$ cat config.mk
export PLATFORM = sky130hd
export DESIGN_NAME = odd_parity_serial_tx
export DESIGN_NICKNAME = d
export VERILOG_FILES = /design/src/rtl/odd_parity_serial_tx.sv
export SDC_FILE = /design/constraint.sdc
export NUM_CORES = 1
export LEC_CHECK = 0
export CAP_MARGIN = 25
export CORE_UTILIZATION = 35
export CTS_CLUSTER_SIZE = 40
export DETAILED_ROUTE_END_ITERATION = 10
export GPL_ROUTABILITY_DRIVEN = 0
export HOLD_SLACK_MARGIN = 0.1
export PLACE_DENSITY = 0.64
export SYNTH_ARGS = -nofsm -noshare
export SYNTH_HDL_FRONTEND = slang
export SYNTH_SLANG_ARGS = --single-unit
$ cat constraint.sdc
create_clock -name clk -period 2.41 [get_ports clk]
set_clock_uncertainty 0.1 [all_clocks]
set_input_delay 0.3615 -clock clk [delete_from_list [all_inputs] [get_ports clk]]
set_output_delay 0.3615 -clock clk [all_outputs]
set_load 0.03 [all_outputs]
$ cat src/rtl/odd_parity_serial_tx.sv
// Serial transmitter for a data word plus odd-parity bit: start, data LSB first, parity, stop.
// Recomputes odd parity on accept and flags disagreement with the upstream parity bit.
module odd_parity_serial_tx #(
  parameter int DATA_W       = 4,
  parameter int CLKS_PER_BIT = 4
) (
  input  logic              clk,
  input  logic              rst,
  input  logic [DATA_W-1:0] data_in,
  input  logic              parity_in,
  input  logic              in_valid,
  output logic              in_ready,
  output logic              tx,
  output logic              busy,
  output logic              done,
  output logic              par_mismatch,
  output logic [2:0]        dbg_state
);

  localparam int CNT_W = (CLKS_PER_BIT > 1) ? $clog2(CLKS_PER_BIT) : 1;
  localparam int IDX_W = (DATA_W > 1) ? $clog2(DATA_W) : 1;
  localparam logic [CNT_W-1:0] CNT_LAST = CNT_W'(CLKS_PER_BIT - 1);
  localparam logic [IDX_W-1:0] IDX_LAST = IDX_W'(DATA_W - 1);

  localparam logic [2:0] S_IDLE   = 3'd0;
  localparam logic [2:0] S_START  = 3'd1;
  localparam logic [2:0] S_DATA   = 3'd2;
  localparam logic [2:0] S_PARITY = 3'd3;
  localparam logic [2:0] S_STOP   = 3'd4;

  // Handshake: a word is taken on any rising edge where in_valid && in_ready;
  // in_ready is high only in IDLE, and in_valid elsewhere has no effect.
  logic [2:0]        state_q, state_d;
  logic [CNT_W-1:0]  cnt_q, cnt_d;
  logic [IDX_W-1:0]  idx_q, idx_d;
  logic [DATA_W:0]   shift_q, shift_d;
  logic              tx_q, tx_d;
  logic              done_q, done_d;
  logic              mism_q, mism_d;
  logic              accept;
  logic              bit_end;

  assign accept  = in_valid && (state_q == S_IDLE);
  assign bit_end = (cnt_q == CNT_LAST);

  always_comb begin
    state_d = state_q;
    cnt_d   = cnt_q;
    idx_d   = idx_q;
    shift_d = shift_q;
    tx_d    = tx_q;
    done_d  = 1'b0;
    mism_d  = mism_q;
    case (state_q)
      S_IDLE: begin
        if (accept) begin
          state_d = S_START;
          cnt_d   = '0;
          idx_d   = '0;
          shift_d = {parity_in, data_in};
          tx_d    = 1'b0;
          mism_d  = (parity_in != ~^data_in);
        end
      end
      S_START: begin
        if (bit_end) begin
          state_d = S_DATA;
          cnt_d   = '0;
          idx_d   = '0;
          tx_d    = shift_q[0];
          shift_d = {1'b0, shift_q[DATA_W:1]};
        end else begin
          cnt_d = cnt_q + CNT_W'(1);
        end
      end
      S_DATA: begin
        // The shift register holds the parity bit above the data, so the
        // final data-bit wrap naturally drives the parity bit onto tx.
        if (bit_end) begin
          cnt_d   = '0;
          tx_d    = shift_q[0];
          shift_d = {1'b0, shift_q[DATA_W:1]};
          if (idx_q == IDX_LAST) begin
            state_d = S_PARITY;
          end else begin
            idx_d = idx_q + IDX_W'(1);
          end
        end else begin
          cnt_d = cnt_q + CNT_W'(1);
        end
      end
      S_PARITY: begin
        if (bit_end) begin
          state_d = S_STOP;
          cnt_d   = '0;
          tx_d    = 1'b1;
        end else begin
          cnt_d = cnt_q + CNT_W'(1);
        end
      end
      S_STOP: begin
        if (bit_end) begin
          state_d = S_IDLE;
          cnt_d   = '0;
          done_d  = 1'b1;
        end else begin
          cnt_d = cnt_q + CNT_W'(1);
        end
      end
      default: begin
        state_d = S_IDLE;
        cnt_d   = '0;
        idx_d   = '0;
        tx_d    = 1'b1;
      end
    endcase
  end

  always_ff @(posedge clk) begin
    if (rst) begin
      state_q <= S_IDLE;
      cnt_q   <= '0;
      idx_q   <= '0;
      shift_q <= '0;
      tx_q    <= 1'b1;
      done_q  <= 1'b0;
      mism_q  <= 1'b0;
    end else begin
      state_q <= state_d;
      cnt_q   <= cnt_d;
      idx_q   <= idx_d;
      shift_q <= shift_d;
      tx_q    <= tx_d;
      done_q  <= done_d;
      mism_q  <= mism_d;
    end
  end

  assign tx           = tx_q;
  assign busy         = (state_q != S_IDLE);
  assign in_ready     = (state_q == S_IDLE);
  assign done         = done_q;
  assign par_mismatch = mism_q;
  assign dbg_state    = state_q;

endmodule
== After elaboration in Yosys (flattened, before gate mapping) ==
Cells that the tools add are included.
Widths: inputs -> output; s select.

* Equality and inequality tests: 15
* Add/sub/neg operators: 2
* Reduce and logical (&&, ||, !) cells: 14
* Mux-type cells: 22
* Bitwise operators: 2

{| class="wikitable"
|+ Operators with widths
! cell !! count
|-
| $mux 3 || 6
|-
| $pmux 3 s5 || 1
|-
| $ne 2x2->1 const B || 6
|-
| $mux 2 || 5
|-
| $mux 5 || 2
|-
| $pmux 5 s2 || 1
|-
| $pmux 2 s4 || 1
|-
| $eq 3x2->1 const B || 2
|-
| $reduce_and 6->1 || 1
|-
| $reduce_or 2->1 || 3
|-
| $reduce_and 5->1 || 1
|-
| $add 2x1->2 const B || 2
|-
| $eq 2x2->1 const B || 2
|-
| $mux 1 || 4
|-
| $ne 2x1->1 const B || 2
|-
| $pmux 1 s4 || 1
|-
| $pmux 2 s2 || 1
|-
| $reduce_and 4->1 || 1
|-
| $reduce_or 4->1 || 1
|-
| $reduce_xnor 4->1 || 1
|-
| $eq 3x1->1 const B || 1
|-
| $eq 3x3->1 const B || 1
|-
| $logic_not 3->1 || 1
|-
| $reduce_and 3->1 || 1
|-
| other kinds (6) || 7
|}

* Register bits: 15
* Logic and storage cells: 62
* Input port bits: 8

== Longest topological paths before layout ==
* Depth in word-level cells: 4
* Gate-level depth with buffers: 6

== Worst setup path before layout ==
No wires, ideal clock.

* Kind: reg2out
* Start point: register state_q[0], in the netlist dbg_state[0]
* End point: output port in_ready
* Setup slack: 0.426 ns
* Data arrival time: 1.523 ns
* Path buffers: 2
* Data required time: 1.949 ns
* Stages on the path, launching flop included: 5
* Cell sequence: dfxtp_1 -> buf_6 -> clkbuf_1 -> or3_1 -> inv_1

* Cells in the longest elaborated chain, start to end: 1

{| class="wikitable"
|+ RTL lines
! item !! RTL line !! source
|-
| from (decl) || 33 || <nowiki>logic [2:0] state_q, state_d;</nowiki>
|-
| from (signal assigned) || 129 || <nowiki>state_q <= state_d;</nowiki>
|-
| $logic_not 3->1 || 141 || <nowiki>assign in_ready = (state_q == S_IDLE);</nowiki>
|-
| to (decl) || 12 || <nowiki>output logic in_ready,</nowiki>
|}

No other way between the ends.

== Worst setup path after layout ==
Ends and elaborated chain as after synthesis.

==> tab_implementation.tex <==
\begin{tabular}{lr}
\hline
Metric & Value \\
\hline
\multicolumn{2}{l}{\textbf{Timing}} \\
Unrepaired setup endpoints after global routing & false \\
Worst hold slack after final layout & 0.367 ns \\
Final hold violations & 0 \\
Highest Clock Rate & 436 MHz \\
Final-report max-slew violation count & 0 \\
Worst Max-Slew Pin Slew & 0.606 ns \\
Relative slew margins & 0.593 \\
Final-report setup violation count & 0 \\
Clock period minus final worst setup slack & 2.29 ns \\
Final sum of negative setup slack & 0 ns \\
Portion of the clock cycle consumed by the worst path in the final layout & 0.951 \\
\multicolumn{2}{l}{\textbf{Clock network}} \\
Clock tree from TritonCTS & yes \\
Inserted Clock Buffers & 3 \\
H-tree levels & 1 \\
Number of buffers inserted by hold repair at cts & 0 \\
Count of clock tree sinks & 15 \\
Deepest clock path buffer count & 2 \\
Count of instances resized after the clock tree is built & 0 \\
\# Post-CTS Setup Buffers & 0 \\
CTS clk-pin slew, worst paths & 0.09 ns \\
Buffer cell driving the clock tree root & clkbuf\_4 \\
Source-to-sink clock delay at the later pin of the worst-skew pair & around 0.28 ns \\
\multicolumn{2}{l}{\textbf{Placement}} \\
Inst Count DP & 141 \\
Total half-perimeter wirelength after legalization and detailed placement & 1250 um \\
DP Area & 1050 um2 \\
Port bufs & 15 \\
\multicolumn{2}{l}{\textbf{Floorplan}} \\
Die X & 52.1 um \\
Height of the die & 52.1 um \\
Count of standard-cell rows & 17 \\
Area enclosed by the die boundary & 2710 um2 \\
Area of the core & 2300 um2 \\
Count of boundary I/O pins & 16 \\
Starting Density & 0.382 \\
\multicolumn{2}{l}{\textbf{Finish}} \\
Register area & 300 um2 \\
Number of antenna diodes & 0 \\
Net count of the finished layout & approximately 130 \\
Filler cell count in the final layout & 229 \\
Share of layout cells above drive strength 1 & 0.0855 \\
Post-Layout Cell Count & 145 \\
Final design area excluding fillers & 1070 um2 \\
Multi-input combinational cell area & 524 um2 \\
Synthesis-to-finish area growth & 22.2\% \\
\multicolumn{2}{l}{\textbf{Synthesis}} \\
Most used flip-flop cell after synthesis & dfxtp\_1 \\
Net Count, Synth & around 110 \\
Cells taking the most area after synthesis & dfxtp\_1 34\%, nor2\_1 4.7\%, ha\_1 4.3\% \\
Sequential share of the synthesized area & 0.342 \\
Top-area cell type share of the netlist area & 0.342 \\
Synthesized area per cell & approximately 8.6 um2 \\
Count of synthesis-stage warnings from yosys & 0 \\
Number of distinct library cells after synthesis & 36 \\
Cell area after synthesis & between 800 and 900 um2 \\
Seq cells post-synth & 15 \\
Post-synthesis instance total & $\sim$100 \\
Count of flip-flops with a built-in enable after synthesis & 0 \\
Largest area contributor in the synthesized netlist & dfxtp\_1 \\
FFs w/ async S/R, synth & 0 \\
\multicolumn{2}{l}{\textbf{Critical path}} \\
Worst stage delay on the critical path & 0.66 ns \\
Cell type group with the largest total delay on the critical path & buffers and inverters \\
Critical R2R Launch & cnt\_q[0] \\
Critical path, cell by cell & or3\_1 > inv\_1 > clkdlybuf4s50\_1 \\
WS Path Type & reg2out \\
Req. time, crit path & between 1.5 and 2 ns \\
Buffers and inverters on the worst path & 2 \\
Endpoint class of the critical path & primary output \\
Critical path launch point & dbg\_state[0] \\
Arrival time at the worst endpoint & $\sim$1.8 ns \\
Kind of start point of the critical path & register \\
Max FO, Critical Path & 9 \\
Cell at the slowest stage of the critical path & clkdlybuf4s50\_1 \\
\multicolumn{2}{l}{\textbf{GRT}} \\
Vias in the first global route & 684 \\
Largest net degree at the start of global routing & 24 \\
Final global-route overflow total & 0 \\
First-pass GRT wire length & 2950 um \\
Number of antenna violations at the first check in global routing & 0 \\
Gr usage total & 0.145 \\
\multicolumn{2}{l}{\textbf{Route}} \\
DRC violations left & 0 \\
Routed wire length & 1720 um \\
Avg Vias per Cell & around 5.3 \\
Drt wl/cell & approximately 12 um \\
Count of TritonRoute iterations in the first routing pass & 2 \\
Vias after detailed routing & 768 \\
Remaining number of nets flagged by the antenna check after routing & 0 \\
First DRT Iteration DRCs & 13 \\
\multicolumn{2}{l}{\textbf{Run status}} \\
Run status & finished, final reports clean \\
\multicolumn{2}{l}{\textbf{Power and ir drop}} \\
Static leakage power & 0.399 nW \\
IR drop worst, VDD & 0.000506 V \\
Overall power consumption & 0.930 mW \\
PD cells & 866 nW/um2 \\
\multicolumn{2}{l}{\textbf{Worst hold path}} \\
Hold/Removal Path Class & reg2reg \\
Startpoint of the lowest-slack hold path & par\_mismatch \\
\multicolumn{2}{l}{\textbf{Run}} \\
Count of maximum capacitance violations & 0 \\
\hline
\end{tabular}
cells in the final DEF (no fill, tap or decap), drive strengths merged, types with 2 or more instances in the layout:
cell type / n
nand2: 10
a21oi: 5
buf: 4
or4b: 3
clkdlybuf4s50: 15
nand4b: 2
nor2: 11
o21a: 2
dfxtp: 15
or3: 2
nor3b: 3
nand3b: 2
a311oi: 4
nand2b: 3
ha: 3
clkbuf: 4
inv: 2
xnor2: 3
o21ai: 8
nor3: 2
a31oi: 2
metal layers:
| metal | vias up | GRT usage | routed length [um] |
|---|---|---|---|
| met5 | - | 0 | 0 |
| met4 | 0 | 0.0541 | 21 |
| met3 | 5 | 0.0439 | 54 |
| met2 | 11 | 0.220 | 720 |
| met1 | 348 | 0.190 | 920 |
| li1 | 404 | - | - |
stage by stage:
step	util	setup slack [ns]
floorplan	-	0.426
global placement	0.456	0.230
detailed placement	0.456	0.187
CTS	0.467	0.105
global route	0.467	0.0349
finish	0.467	0.119
cells in the mapped netlist, drive strengths merged, types with 2 or more instances:
library cell  count
or3               2
nand4b            2
nor2             11
nor3b             3
clkbuf            5
a31oi             2
nand2b            3
a21oi             5
nand2            10
or4b              3
nand3b            2
ha                3
nor3              2
xnor2             3
o21ai             8
buf               3
a311oi            4
dfxtp            15
inv               2
o21a              2
worst paths after layout:
kind / cells after the start / endpoint / slack, ns
setup / recovery: 3 / in_ready / 0.12
hold / removal: 2 / par_mismatch / 0.37
setup reg to reg: 5 / idx_q[0] / 0.36
hold reg to reg: 2 / par_mismatch / 0.37
worst reg2reg max path, stage by stage, from the launching register on:
cell and delay [ns]:
dfxtp_1 0.40, ha_1 0.30, or4bb_1 0.49, and4_4 0.21
or3_1 0.35, a21oi_1 0.13
flip-flops by register name, summed over array words and instances, names as in the netlist:
| signal | count |
|---|---|
| cnt_q | 2 |
| idx_q | 2 |
| shift_q | 5 |
| tx | 1 |
| done | 1 |
| par_mismatch | 1 |
| dbg_state | 3 |
logic make-up (layout without fill, tap and decap cells):
kind of cell               Yosys count  after routing  synth area share
buffers and inverters               10             25            0.0613
adders and majority gates            3              3            0.0427
muxes                                1              1            0.0128
DFF                                 15             15             0.342
and+or+nand+nor                     41             41             0.271
AOI/OAI and AO/OA                   28             28             0.215
xor gates and xnor gates             4              4            0.0556
power by group:
part / switching (mW) / internal (mW) / leakage [nW] / total [mW]
clock network: 0.0789 / 0.0643 / 0.0150 / 0.143
registers: 0.0374 / 0.295 / 0.123 / 0.333
logic: 0.253 / 0.201 / 0.261 / 0.454
total: 0.370 / 0.560 / 0.399 / 0.930
area by class of cell:
| type | count | area share |
|---|---|---|
| multi-input combinational | 77 | 0.488 |
| sequential | 15 | 0.280 |
| timing repair buffer | 19 | 0.168 |
| tap | 28 | 0.0326 |
| clock buffer | 4 | 0.0245 |
| inverter | 2 | 0.00699 |
No activity file was read; power rests on OpenSTA's default activity.
